File: src/rtl/keypad_scan_fifo.sv
// keypad_scan_fifo: scans a ROWS x COLS switch matrix one column at a time, debounces every key
// independently and queues press events (and optionally release events) in a first-word-fall-
// through FIFO.
//
// Ports:
//   clk          sole clock
//   RST_BTN      synchronous active-high reset
//   col_drive    active-low column strobe; exactly one bit is low, registered
//   row_sense    active-low row returns (pulled up externally); sampled on the last dwell cycle
//   key_valid    FIFO head holds an event
//   key_code     head event code = row*COLS + col (0 when empty)
//   key_release  head event is a release (0 when empty; constant 0 without the macro)
//   key_ready    consumer pops the head when key_valid & key_ready
//   any_held     at least one debounced key is down, registered
//   overflow     sticky: an event was dropped because the FIFO was full
//
// Build option: define KEYPAD_RELEASE_EVENTS_EN to queue release events as well as presses.
//
// row_sense is used directly at the sample point. The dwell is long compared with the settling
// of the matrix, but a truly asynchronous source should be synchronized upstream.
module keypad_scan_fifo #(
  parameter int unsigned ROWS           = 4,
  parameter int unsigned COLS           = 4,
  parameter int unsigned SCAN_DIV       = 100000,
  parameter int unsigned DEBOUNCE_SCANS = 4,
  parameter int unsigned FIFO_DEPTH     = 8,
  localparam int unsigned KW = (ROWS * COLS > 1) ? $clog2(ROWS * COLS) : 1
) (
  input  logic            clk,
  input  logic            RST_BTN,
  output logic [COLS-1:0] col_drive,
  input  logic [ROWS-1:0] row_sense,
  output logic            key_valid,
  output logic [KW-1:0]   key_code,
  output logic            key_release,
  input  logic            key_ready,
  output logic            any_held,
  output logic            overflow
);

  localparam int unsigned NKEYS = ROWS * COLS;
  localparam int unsigned CW    = (COLS > 1) ? $clog2(COLS) : 1;
  localparam int unsigned DW    = $clog2(SCAN_DIV);
  localparam int unsigned PW    = $clog2(FIFO_DEPTH);
  localparam logic [3:0]  DB    = 4'(DEBOUNCE_SCANS);
`ifdef KEYPAD_RELEASE_EVENTS_EN
  localparam int unsigned EW    = KW + 1;  // {release, code}
`else
  localparam int unsigned EW    = KW;
`endif

  // Scan timing
  logic [CW-1:0]   col_q, col_d;
  logic [DW-1:0]   div_q, div_d;
  logic [COLS-1:0] col_drive_q, col_drive_d;
  logic            sample;

  assign sample = (div_q == DW'(SCAN_DIV - 1));

  always_comb begin
    div_d = div_q + 1'b1;
    col_d = col_q;
    if (sample) begin
      div_d = '0;
      col_d = (col_q == CW'(COLS - 1)) ? '0 : col_q + 1'b1;
    end
    // Driven from the next index so col_drive always lines up with col_q.
    col_drive_d = '1;
    for (int c = 0; c < COLS; c++) begin
      if (col_d == CW'(c)) col_drive_d[c] = 1'b0;
    end
  end

  // Debounce and event generation
  logic [NKEYS-1:0]      state_q, state_d;
  logic [NKEYS-1:0][3:0] cnt_q, cnt_d;
  logic                  push_q, push_d;
  logic [KW-1:0]         push_code_q, push_code_d;
  logic                  any_held_q;
`ifdef KEYPAD_RELEASE_EVENTS_EN
  logic                  push_rel_q, push_rel_d;
`endif

  always_comb begin
    logic       pressed;
    logic [3:0] cnt_inc;
    logic       won;
    pressed     = 1'b0;
    cnt_inc     = '0;
    won         = 1'b0;
    state_d     = state_q;
    cnt_d       = cnt_q;
    push_d      = 1'b0;
    push_code_d = '0;
`ifdef KEYPAD_RELEASE_EVENTS_EN
    push_rel_d  = 1'b0;
`endif
    if (sample) begin
      // Rows are visited in ascending order so the lowest qualifying row wins the commit.
      for (int r = 0; r < ROWS; r++) begin
        for (int c = 0; c < COLS; c++) begin
          if (col_q == CW'(c)) begin
            pressed = ~row_sense[r];
            if (pressed == state_q[r*COLS+c]) begin
              cnt_d[r*COLS+c] = '0;
            end else begin
              cnt_inc = (cnt_q[r*COLS+c] >= DB) ? cnt_q[r*COLS+c] : cnt_q[r*COLS+c] + 4'd1;
              if (cnt_inc == DB && !won) begin
                won               = 1'b1;
                state_d[r*COLS+c] = pressed;
                cnt_d[r*COLS+c]   = '0;
                push_code_d       = KW'(r * COLS + c);
`ifdef KEYPAD_RELEASE_EVENTS_EN
                push_d            = 1'b1;
                push_rel_d        = ~pressed;
`else
                push_d            = pressed;
`endif
              end else begin
                // Losers stay saturated and retry on the next visit to this column.
                cnt_d[r*COLS+c] = cnt_inc;
              end
            end
          end
        end
      end
    end
  end

  // Event FIFO
  logic [EW-1:0] mem [FIFO_DEPTH];
  logic [PW-1:0] wr_q, rd_q;
  logic [PW:0]   count_q;
  logic          overflow_q;
  logic          full, pop, do_write, drop;
  logic [EW-1:0] wr_entry, head;

  assign full     = (count_q == (PW + 1)'(FIFO_DEPTH));
  assign key_valid = (count_q != '0);
  assign pop      = key_valid & key_ready;
  // A pop frees the slot in the same cycle, so a full FIFO can still accept.
  assign do_write = push_q & (~full | pop);
  assign drop     = push_q & full & ~pop;
  assign head     = mem[rd_q];

`ifdef KEYPAD_RELEASE_EVENTS_EN
  assign wr_entry    = {push_rel_q, push_code_q};
  assign key_release = key_valid & head[KW];
`else
  assign wr_entry    = push_code_q;
  assign key_release = 1'b0;
`endif
  assign key_code  = key_valid ? head[KW-1:0] : '0;
  assign col_drive = col_drive_q;
  assign any_held  = any_held_q;
  assign overflow  = overflow_q;

  always_ff @(posedge clk) begin
    if (do_write) mem[wr_q] <= wr_entry;
  end

  always_ff @(posedge clk) begin
    if (RST_BTN) begin
      col_q       <= '0;
      div_q       <= '0;
      col_drive_q <= ~COLS'(1);
      state_q     <= '0;
      cnt_q       <= '0;
      any_held_q  <= 1'b0;
      push_q      <= 1'b0;
      push_code_q <= '0;
`ifdef KEYPAD_RELEASE_EVENTS_EN
      push_rel_q  <= 1'b0;
`endif
      wr_q        <= '0;
      rd_q        <= '0;
      count_q     <= '0;
      overflow_q  <= 1'b0;
    end else begin
      col_q       <= col_d;
      div_q       <= div_d;
      col_drive_q <= col_drive_d;
      state_q     <= state_d;
      cnt_q       <= cnt_d;
      any_held_q  <= |state_d;
      push_q      <= push_d;
      push_code_q <= push_code_d;
`ifdef KEYPAD_RELEASE_EVENTS_EN
      push_rel_q  <= push_rel_d;
`endif
      if (do_write) wr_q <= wr_q + 1'b1;
      if (pop)      rd_q <= rd_q + 1'b1;
      case ({do_write, pop})
        2'b10:   count_q <= count_q + 1'b1;
        2'b01:   count_q <= count_q - 1'b1;
        default: count_q <= count_q;
      endcase
      if (drop) overflow_q <= 1'b1;
    end
  end

endmodule

File: config.mk
export PLATFORM = sky130hd
export DESIGN_NAME = keypad_scan_fifo
export DESIGN_NICKNAME = d
export VERILOG_FILES = /design/src/rtl/keypad_scan_fifo.sv
export SDC_FILE = /design/constraint.sdc
export NUM_CORES = 1
export LEC_CHECK = 0
export ABC_AREA = 1
export ABC_CLOCK_PERIOD_IN_PS = 2500
export BUFFER_PORTS_ARGS = -buffer_cell sky130_fd_sc_hd__buf_2
export CAP_MARGIN = 25
export CORE_MARGIN = 2
export CORE_UTILIZATION = 37
export CTS_CLUSTER_DIAMETER = 80
export DETAILED_ROUTE_END_ITERATION = 6
export REMOVE_ABC_BUFFERS = 1
export SETUP_SLACK_MARGIN = 0.3
export SKIP_LAST_GASP = 1
export SLEW_MARGIN = 20
export SYNTH_ARGS = -nofsm -noshare
export SYNTH_HDL_FRONTEND = slang
export SYNTH_SLANG_ARGS = --single-unit
File: constraint.sdc
create_clock -name clk -period 2.5 [get_ports clk]
set_clock_uncertainty 0.2 [all_clocks]
set_input_delay 0.25 -clock clk [delete_from_list [all_inputs] [get_ports clk]]
set_output_delay 0.25 -clock clk [all_outputs]
set_load 0.005 [all_outputs]
# --- Word-level counts from Yosys, hierarchy flattened ---
# Memory sizes are Yosys's and may differ from the RTL's. A register that Yosys moved wholly into a read port is not among the register bits.
# Index checks and enable logic that the tools add are counted.
classes:
  n_addsub: 22
  magnitude_cmp: 16
  n_eq_ne: 42
  mux: 273
  bitwise: 12
  reduce_logical: 41
ops:
  columns: ["cell", "n"]
  rows:
  - ["4-bit two-way mux", 100]
  - ["1-bit two-way mux", 167]
  - ["4-bit by 1-bit adder with 4-bit output, second input constant", 17]
  - ["4-bit by 3-bit equality test with 1-bit output, second input constant", 16]
  - ["4-bit by 3-bit >= comparator with 1-bit output, second input constant", 16]
  - ["17-bit by 1-bit adder with 17-bit output, second input constant", 1]
  - ["17-bit equality test, second input constant", 1]
  - ["1-bit equality test", 16]
  - ["16-bit two-way mux", 1]
  - ["16-bit OR reduction", 1]
  - ["1-bit logical AND", 15]
  - ["1-bit logical NOT", 15]
  - ["2-bit equality test, second input constant", 5]
  - ["4-bit one-hot mux with 2 select lines", 1]
  - ["2-bit AND reduction", 4]
  - ["1-bit inverter", 7]
  - ["3-bit by 1-bit adder with 3-bit output, second input constant", 2]
  - ["2-bit by 1-bit equality test with 1-bit output, second input constant", 3]
  - ["3-bit two-way mux", 2]
  - ["1-bit bitwise AND", 4]
  - ["4-bit equality test, second input constant", 1]
  - ["2-bit logical NOT", 2]
  - ["2-bit two-way mux", 2]
  - ["4-bit nonzero test", 1]
  - ["other kinds (5)", 6]
totals:
  register_bits: 120
  mem_bits_rw: 32
  in_bits: 7
  output_inout_bits: 12
  wordCells: 434
  n_memories: 1
memory_table:
  columns: ["memory", "depth", "word_bits", "rd", "rd_clocked_by_memory_dff", "write_ports", "line_no", "rtl"]
  rows:
  - ["mem", 8, 4, 1, 1, 1, "131", "logic [EW-1:0] mem [FIFO_DEPTH];"]

# --- Longest topological paths before layout ---
# Gate-level depths: netlist (run 1).
logic_depth:
  depth_word: 98
  ltp_mapped: 21
  mapped_depth_nobuf: 21

# --- Worst setup path after synthesis (run 1) ---
# Ideal clock, no wire load.
synth_path:
  kind: "register to register"
  from: "register cnt_q[0] in the netlist's numbering"
  to: "register any_held_q (netlist: any_held)"
  setup_ns: 0.121
  arrival_time_ns: 2.223
  required_ns: 2.179
  path_slack_ns: -0.045
  path_stages_with_launch: 19
  path_buffers: 0
  synth_period_minus_slack_ns: 2.545
  path_cell_list: "dfxtp_1 > ha_1 > inv_1 > nand2_1 > o21ai_0 > nand3_4 > nand2_4 > nor2_4 > nand4_4 > nor2_4 > nand4_4 > nor2_4 > nand2_4 > nor2_8 > nand2_4 > nor2_2 > nand3_1 > nand3_1 > nand3_1"
synth_between:
  elab_chain_len: 98
  elab_cells_between_ends: 144
  cone_classes: "add/sub (1); order compare (1); eq/ne (1); mux (110); reduce/logical (31)"
synth_rtl:
  columns: ["item", "line_no", "rtl"]
  rows:
  - ["start, declared", "76", "logic [NKEYS-1:0][3:0] cnt_q, cnt_d;"]
  - ["start signal, assigned", "184", "cnt_q <= cnt_d;"]
  - ["4-bit by 1-bit adder with 4-bit output / 4-bit by 3-bit >= comparator with 1-bit output (equally long branches)", "107", "cnt_inc = (cnt_q[r*COLS+c] >= DB) ? cnt_q[r*COLS+c] : cnt_q[r*COLS+c] + 4'd1;"]
  - ["4-bit two-way mux (*)", "107", null]
  - ["4-bit by 3-bit equality test with 1-bit output (*)", "108", "if (cnt_inc == DB && !won) begin"]
  - ["1-bit two-way mux", "108", null]
  - ["1-bit two-way mux", "104", "if (pressed == state_q[r*COLS+c]) begin"]
  - ["1-bit two-way mux", "102", "if (col_q == CW'(c)) begin"]
  - ["1-bit two-way mux", "98", "if (sample) begin"]
  - ["1-bit logical NOT", "108", null]
  - ["(+82 left out)", null, null]
  - ["1-bit two-way mux", "98", null]
  - ["1-bit logical NOT", "108", null]
  - ["1-bit logical AND", "108", null]
  - ["1-bit two-way mux", "108", null]
  - ["1-bit two-way mux", "104", null]
  - ["1-bit two-way mux", "102", null]
  - ["16-bit two-way mux (*)", "98", null]
  - ["16-bit OR reduction (*)", "185", "any_held_q <= |state_d;"]
  - ["end signal, assigned", "185", null]
  - ["end, declared", "79", "logic any_held_q;"]
# Mark *: on every way between the ends. The rest lies on a longest branch, timed or not. The select of a mux whose other input is x is not followed.
# A chain may end at the register's enable or synchronous reset.

# --- Worst setup path after layout (run 1) ---
layout_path:
  from: "register cnt_q[16] in the netlist's numbering"
  to: "register any_held_q (netlist: any_held)"
layout_between:
  elab_chain_len: 75
  elab_cells_between_ends: 109
  cone_classes: "add/sub (1); order compare (1); eq/ne (1); mux (82); reduce/logical (24)"
layout_rtl:
  columns: ["item", "line_no"]
  rows:
  - ["4-bit by 1-bit adder with 4-bit output / 4-bit by 3-bit >= comparator with 1-bit output (equally long branches)", "107"]
  - ["4-bit two-way mux (*)", "107"]
  - ["4-bit by 3-bit equality test with 1-bit output (*)", "108"]
  - ["1-bit logical AND (*)", "108"]
  - ["1-bit two-way mux", "108"]
  - ["1-bit two-way mux", "104"]
  - ["1-bit two-way mux", "102"]
  - ["1-bit two-way mux", "98"]
  - ["(+59 left out)", null]
  - ["1-bit two-way mux", "98"]
  - ["1-bit logical NOT", "108"]
  - ["1-bit logical AND", "108"]
  - ["1-bit two-way mux", "108"]
  - ["1-bit two-way mux", "104"]
  - ["1-bit two-way mux", "102"]
  - ["16-bit two-way mux (*)", "98"]
  - ["16-bit OR reduction (*)", "185"]
# Marked as above.

==> impl_metrics.yaml, run 1 <==
timing:
  fin_crit_sh: 1.12
  fin_ws_ns: -0.289
  slew_violations: 0
  fmax_mhz: 359
  slew-limit-headroom: 0.593
  finalSetupViolCount: 18
  worst_slew_pin_slew_ns: 0.611
  holdWs_ns: 0.0412
  rsz0062_at_grt: "yes"
  period_minus_slack_ns: 2.79
  hold_viol: 0
setup_path:
  start_kind: "flip-flop"
  worstPathArrival_ns: 2.91
  critPathCaptureType: "flip-flop"
  ff2ff_path_depth: 21
  slowest_stage: "dfxtp_2"
  criticalPathCategory: "flip-flop to flip-flop"
  crit_required_ns: 2.62
  path_depth: 21
  rrSetupSlack_ns: -0.29
  r2r-start: "cnt_q[16]"
  cp_num_buf_inv: 3
  regToRegEndpoint: "any_held"
  path_delay_family: "simple AND/OR/NAND/NOR gates"
  cp_cell_sequence: "ha_4 -> nand2_2 -> o21ai_2 -> nor2_1 -> nand2_1 -> nor2_2 -> nand2_2 -> buf_6 -> buf_4 -> nand4_1 -> nand2_1 -> nand2_1 -> inv_1 -> nor2_1 -> nand3_1 -> nor2_1 -> nand3_1 -> nor2_1 -> nand3_1 -> nand2_1 -> nand3_1"
  critPathMaxStageDelay_ns: 0.34
  critPathMaxFanout: 4
floorplan:
  io_pins: 19
  dieArea_um2: 23000
  die_y_um: 152
  fp.dieW_um: 152
  start_util: 0.373
  std_cell_rows: 54
  coreArea_um2: 21600
power_and_ir_drop:
  leakagePower_uw: 0.00493
  ir_drop_uv: 437
  cellPowerDensity_nw_per_um2: 552
synth:
  yosysWarnings: 0
  synth-edff-count: 32
  yosysMostFrequentCell: "nand2_1"
  postSynthCellCount: 1063
  yosysSeqAreaShare: 0.425
  synth_seq_cells: 155
  synth_area_um2: 8060
  synth_top_flop_cell: "dfxtp_1"
  postSynthAreaPerCell_um2: 7.58
  yosys.area.top_type_share: 0.305
  async_flop_share: 0
  synth_commonest_cells: "nand2_1, nor2_1, inv_1"
  yosysUniqueCellTypes: 56
  synth_area_leaders: "dfxtp_1, edfxtp_1, nand2_1"
  yosys.area.top_type: "dfxtp_1"
global_route:
  track_usage: 0.196
  grt_antenna_before_repair: 0
  grt_start_max_net_pins: 50
  grt_pass1_vias: 7613
  grt_pass1_wl_mm: 35.5
  grt.overflow.total: 0
routing:
  vias: 7931
  detail-route-antenna-nets: 0
  drt_pass1_iterations: 5
  wl_per_cell_um: 14.1
  drt-total-wl_mm: 22.6
  drtIter0Drc: 406
  drc_errors: 0
  viasPerCell: 4.94
clock_tree:
  path_clk_slew_ns: 0.07
  cts_tree: "built"
  cts_inserted_buffers: 17
  h-tree-depth: 4
  cts.sinks: 155
  cts_buffer_depth: 2
  root_buffer: "clkbuf_16"
  insertion_delay_ns: 0.44
job:
  maxCapViolCount: 0
layout:
  antenna_cells: 0
  final-instance-count-excl-fill: 1605
  nNetsFinal: 1346
  drive_above_1_share: 0.349
  syn_to_final_growth_pct: 44.3
run_status:
  violations: "negative setup slack"
  status: "finished, violations left"
hold_path:
  min_from: "row_sense[3]"
  hold_path_class: "input port to flip-flop"
  hold_end: "state_q[15]"
  whs_path_depth: 4
placement:
  gp_congestion: 0.916
  io_buffers: 17
  dp_cells: 1506
  dp_hpwl_mm: 15.2
==> final cells by class <==
cell class,instances,area [µm²]
tap,280,350
sequential,155,3450
clock inverter,15,204
fill,1937,9980
timing repair buffer,258,2040
inverter,145,552
clock buffer,17,425
multi-input combinational,735,4620
==> metrics by stage <==
stage / power, µW / instance area, µm² / setup TNS, ns / util / worst slack (ns)
after global routing: 6700 / 11600 / -5.85 / 0.538 / -0.450
final: 6420 / 11600 / -2.73 / 0.538 / -0.289
after floorplan: 3080 / 7940 / -0.446 / - / -0.378
after CTS: 6340 / 11100 / -1.57 / 0.513 / -0.202
after detailed placement: 3390 / 9680 / -4.50 / 0.448 / -0.369
after global placement: 3370 / 9680 / -3.20 / 0.448 / -0.336
==> sequential cells by signal, indices dropped and copies added, names as in the netlist, 2 cells and up, named ones only <==
register	count
state_q	16
div_q	17
cnt_q	64
col_drive	4
mem	32
col_q	2
count_q	4
push_code_q	4
rd_q	3
wr_q	3
==> layer usage <==
layer	GRT usage	share of wire	wire length (µm)
met5	0	0	0
met3	0.0311	0.037	827
met4	0.0625	0.016	365
met1	0.238	0.43	9840
met2	0.353	0.51	11600
==> power by group <==
group	internal (µW)	total, µW	switching [µW]	leakage (µW)
Clock	1390	2700	1310	0.000305
Combinational	545	1080	532	0.00336
Sequential	2590	2650	53.5	0.00126
==> cells by family (layout without fill, tap and decap cells) <==
kind of cell	count (synthesis)	after routing	synth area share
and+or+nand+nor	481	481	0.268
AOI/OAI and AO/OA	186	186	0.132
buffers and inverters	173	435	0.0827
DFF	155	155	0.425
xor gates and xnor gates	32	32	0.0390
adders and majority gates	27	27	0.0428
muxes	8	8	0.0106
other	1	1	0.000465
==> worst min-delay path: cells and delay by family <==
kind | cells | cell delay (ns)
buf+inv | 2 | 0.21
simple gates | 2 | 0.18
==> cell usage in the layout (no fill, tap or decap), types with 5 or more instances in the layout <==
cell,n
a211oi_1,15
a21o_1,8
a21oi_1,66
a31oi_1,8
buf_2,18
buf_4,205
buf_6,33
clkbuf_16,17
clkinv_8,6
dfxtp_1,105
dfxtp_2,17
edfxtp_1,32
ha_1,15
ha_4,9
inv_1,133
inv_2,8
inv_8,5
nand2_1,174
nand2_2,17
nand2_4,5
nand3_1,32
nand3_2,16
nand3_4,5
nand4_1,18
nor2_1,130
nor2_2,20
nor2_4,19
nor3_1,11
nor3_2,11
o211ai_1,5
o21ai_0,42
o21ai_1,8
o21ai_2,12
xnor2_1,13
xor2_1,15
==> how the worst max path moves through the flow <==
stage | from | to | slack (ns)
after floorplan | div_q[0] | any_held | -0.38
after global placement | div_q[0] | cnt_q[62] | -0.34
after detailed placement | div_q[0] | cnt_q[62] | -0.37
after CTS | div_q[0] | any_held | -0.20
after global routing | cnt_q[4] | any_held | -0.45
final | cnt_q[16] | any_held | -0.29
==> timing repair <==
action                     in CTS  in global routing
buffers inserted               45                 21
setup endpoints to repair      78                107
pin swaps                      20                 50
hold buffers                    0                  0
gates resized for setup       120                106
gates cloned                    1                  0
No activity file was read; power rests on OpenSTA's default activity.
==> inputs of run 2 (changes only) <==
- ABC_AREA: 1 -> 0
==> impl_metrics.yaml, run 2 <==
run_status:
  status: "finished, violations left"
  violations: "negative setup slack"
setup_path:
  critPathMaxStageDelay_ns: 0.52
  start_kind: "flip-flop"
  ff2ff_path_depth: 9
  regToRegEndpoint: "any_held"
  slowest_stage: "or4_4"
  critPathCaptureType: "flip-flop"
  criticalPathCategory: "flip-flop to flip-flop"
  rrSetupSlack_ns: -0.69
  r2r-start: "cnt_q[28]"
  critPathMaxFanout: 3
  crit_required_ns: 2.63
  cp_cell_sequence: "ha_4 -> nor4bb_1 -> o21ai_1 -> o22a_1 -> nand4_4 -> nor4_4 -> mux2_4 -> or4_4 -> o41a_1"
  path_delay_family: "simple AND/OR/NAND/NOR gates"
  worstPathArrival_ns: 3.31
  cp_num_buf_inv: 0
hold_path:
  hold_end: "div_q[6]"
  min_from: "RST_BTN"
  hold_path_class: "input port to flip-flop"
  whs_path_depth: 2
floorplan:
  io_pins: 19
  die_y_um: 149
  dieArea_um2: 22200
  coreArea_um2: 20800
  std_cell_rows: 53
  fp.dieW_um: 149
  start_util: 0.374
routing:
  viasPerCell: 5.40
  drt_pass1_iterations: 6
  wl_met3_mm: 1.06
  vias: 7723
  drt-total-wl_mm: 24.8
  wl_per_cell_um: 17.3
  drtIter0Drc: 528
  detail-route-antenna-nets: 0
  top_layer_used: "met4"
  m1WireLength_mm: 10.3
  drc_errors: 0
  routed-wl-met2_mm: 12.5
timing:
  rsz0062_at_grt: "yes"
  period_minus_slack_ns: 3.19
  hold_viol: 0
  fin_ws_ns: -0.690
  finalSetupViolCount: 21
  slew-limit-headroom: 0.618
  fmax_mhz: 314
  fin_crit_sh: 1.28
  worst_slew_pin_slew_ns: 0.573
  holdWs_ns: 0.0406
  slew_violations: 0
synth:
  synth_seq_cells: 155
  postSynthAreaPerCell_um2: 9.23
  yosysUniqueCellTypes: 77
  yosysSeqAreaShare: 0.440
  synth_commonest_cells: "dfxtp_1, nor2_1, a21oi_1"
  synth_area_um2: 7780
  synth_area_leaders: "dfxtp_1, edfxtp_1, nor2_1"
  postSynthCellCount: 843
  yosysMostFrequentCell: "dfxtp_1"
  synth-edff-count: 32
  synth_top_flop_cell: "dfxtp_1"
  yosysWarnings: 0
  async_flop_share: 0
  yosys.area.top_type: "dfxtp_1"
  yosys.area.top_type_share: 0.316
global_route:
  grt_start_max_net_pins: 39
  grt_pass1_wl_mm: 37.5
  grt.overflow.total: 0
  grt_antenna_before_repair: 0
  grt_pass1_vias: 7598
  track_usage: 0.215
clock_tree:
  path_clk_slew_ns: 0.07
  cts_buffer_depth: 2
  cts_inserted_buffers: 17
  cts.sinks: 155
  cts_tree: "built"
  h-tree-depth: 4
  insertion_delay_ns: 0.44
  root_buffer: "clkbuf_16"
power_and_ir_drop:
  seqPwrFrac: 0.478
  swShare: 0.256
  pwr-share-comb: 0.035
  p_switching_uw: 1360
  cellPowerDensity_nw_per_um2: 428
  ir_drop_uv: 463
  intPower_uw: 3960
  pwr-share-clk: 0.487
  leakagePower_uw: 0.00479
  power.total_uw: 5320
layout:
  syn_to_final_growth_pct: 59.5
  nNetsFinal: 1177
  largest_reg_flops: 64
  antenna_cells: 0
  nFillCells: 1670
  mostFrequentLayoutCell: "buf_4"
  drive_above_1_share: 0.479
  reg_top3: "cnt_q (64), mem (32), div_q (17)"
  mostFrequentLayoutCells: "buf_4, dfxtp_1, nor2_1"
  regMostFlops: "cnt_q"
placement:
  io_buffers: 17
  dp_hpwl_mm: 16.2
  gp_congestion: 0.931
job:
  maxCapViolCount: 0
[run 2: changes by cell type in the layout (fill, tap and decap cells not counted), sizes merged, moves of 19 or more]
cell   change
buf       +58
inv      -104
nand2    -145
nand3     -33
nor2      -64
o21ai     -19
[run 2: worst register-to-register path, delay by kind of cell, from the launching register on]
family / cells / cell delay, ns
AND/OR/NAND/NOR: 4 / 1.03
AO/OA/AOI/OAI: 3 / 0.90
flip-flops: 1 / 0.34
multiplexers: 1 / 0.34
adder cells (fa/ha/maj): 1 / 0.27
[run 2: how the worst max path moves through the flow]
| stage | endpoint | startpoint | cells after the start |
|---|---|---|---|
| global route | any_held | cnt_q[24] | 9 |
| detailed placement | any_held | cnt_q[28] | 9 |
| CTS | any_held | cnt_q[4] | 10 |
| floorplan | any_held | cnt_q[0] | 9 |
| global placement | any_held | cnt_q[28] | 9 |
| finish | any_held | cnt_q[28] | 9 |
[run 2: logic make-up after synthesis]
logic type                 Yosys count  synth area share
muxes                               21            0.0400
buffers and inverters               73            0.0370
AOI/OAI and AO/OA                  175             0.143
and+or+nand+nor                    346             0.244
DFF                                155             0.440
other                                1          0.000482
xor gates and xnor gates            45            0.0516
adders and majority gates           27            0.0444
[run 2: final cells by class]
cell class	instances	area (µm²)	share of cell area
multi-input cells	615	5250	0.423
flip-flops and latches	155	3460	0.279
repair buffers	317	2620	0.211
clock buffers	17	425	0.0343
well taps	275	344	0.0277
clock inverters	15	168	0.0135
inverters	37	144	0.0116
[run 2: timing repair]
item / CTS / global route
hold buffers: 0 / 0
setup buffers: 35 / 27
endpoints found under the hold margin: 0 / 0
gates resized for setup: 172 / 140
pin swaps: 46 / 62
setup endpoints to repair: 75 / 80
gates cloned: 1 / 1
[run 2: power by group through the flow]
stage / sequential, µW / clock [µW] / combinational, µW
final: 2540 / 2590 / 184
after CTS: 2540 / 2640 / 172
after global routing: 2540 / 2750 / 195
after floorplan: 2600 / 0 / 48.6
after detailed placement: 2600 / 0 / 162
after global placement: 2600 / 0 / 162
[run 2: layer usage]
layer	vias up	track usage
li1	3700	-
met1	3719	0.257
met2	227	0.384
met3	77	0.0364
met4	0	0.0862
met5	-	0
[run 2: stage by stage]
stage / cells / setup TNS, ns / area, µm² / utilization / setup WS [ns]
after global placement: 1335 / -4.45 / 9870 / 0.474 / -0.715
after global routing: 1431 / -6.30 / 12400 / 0.596 / -0.730
after CTS: 1403 / -2.85 / 11500 / 0.553 / -0.613
final: 1431 / -5.09 / 12400 / 0.596 / -0.690
after floorplan: 807 / -5.81 / 7630 / - / -1.03
after detailed placement: 1335 / -4.68 / 9870 / 0.474 / -0.730
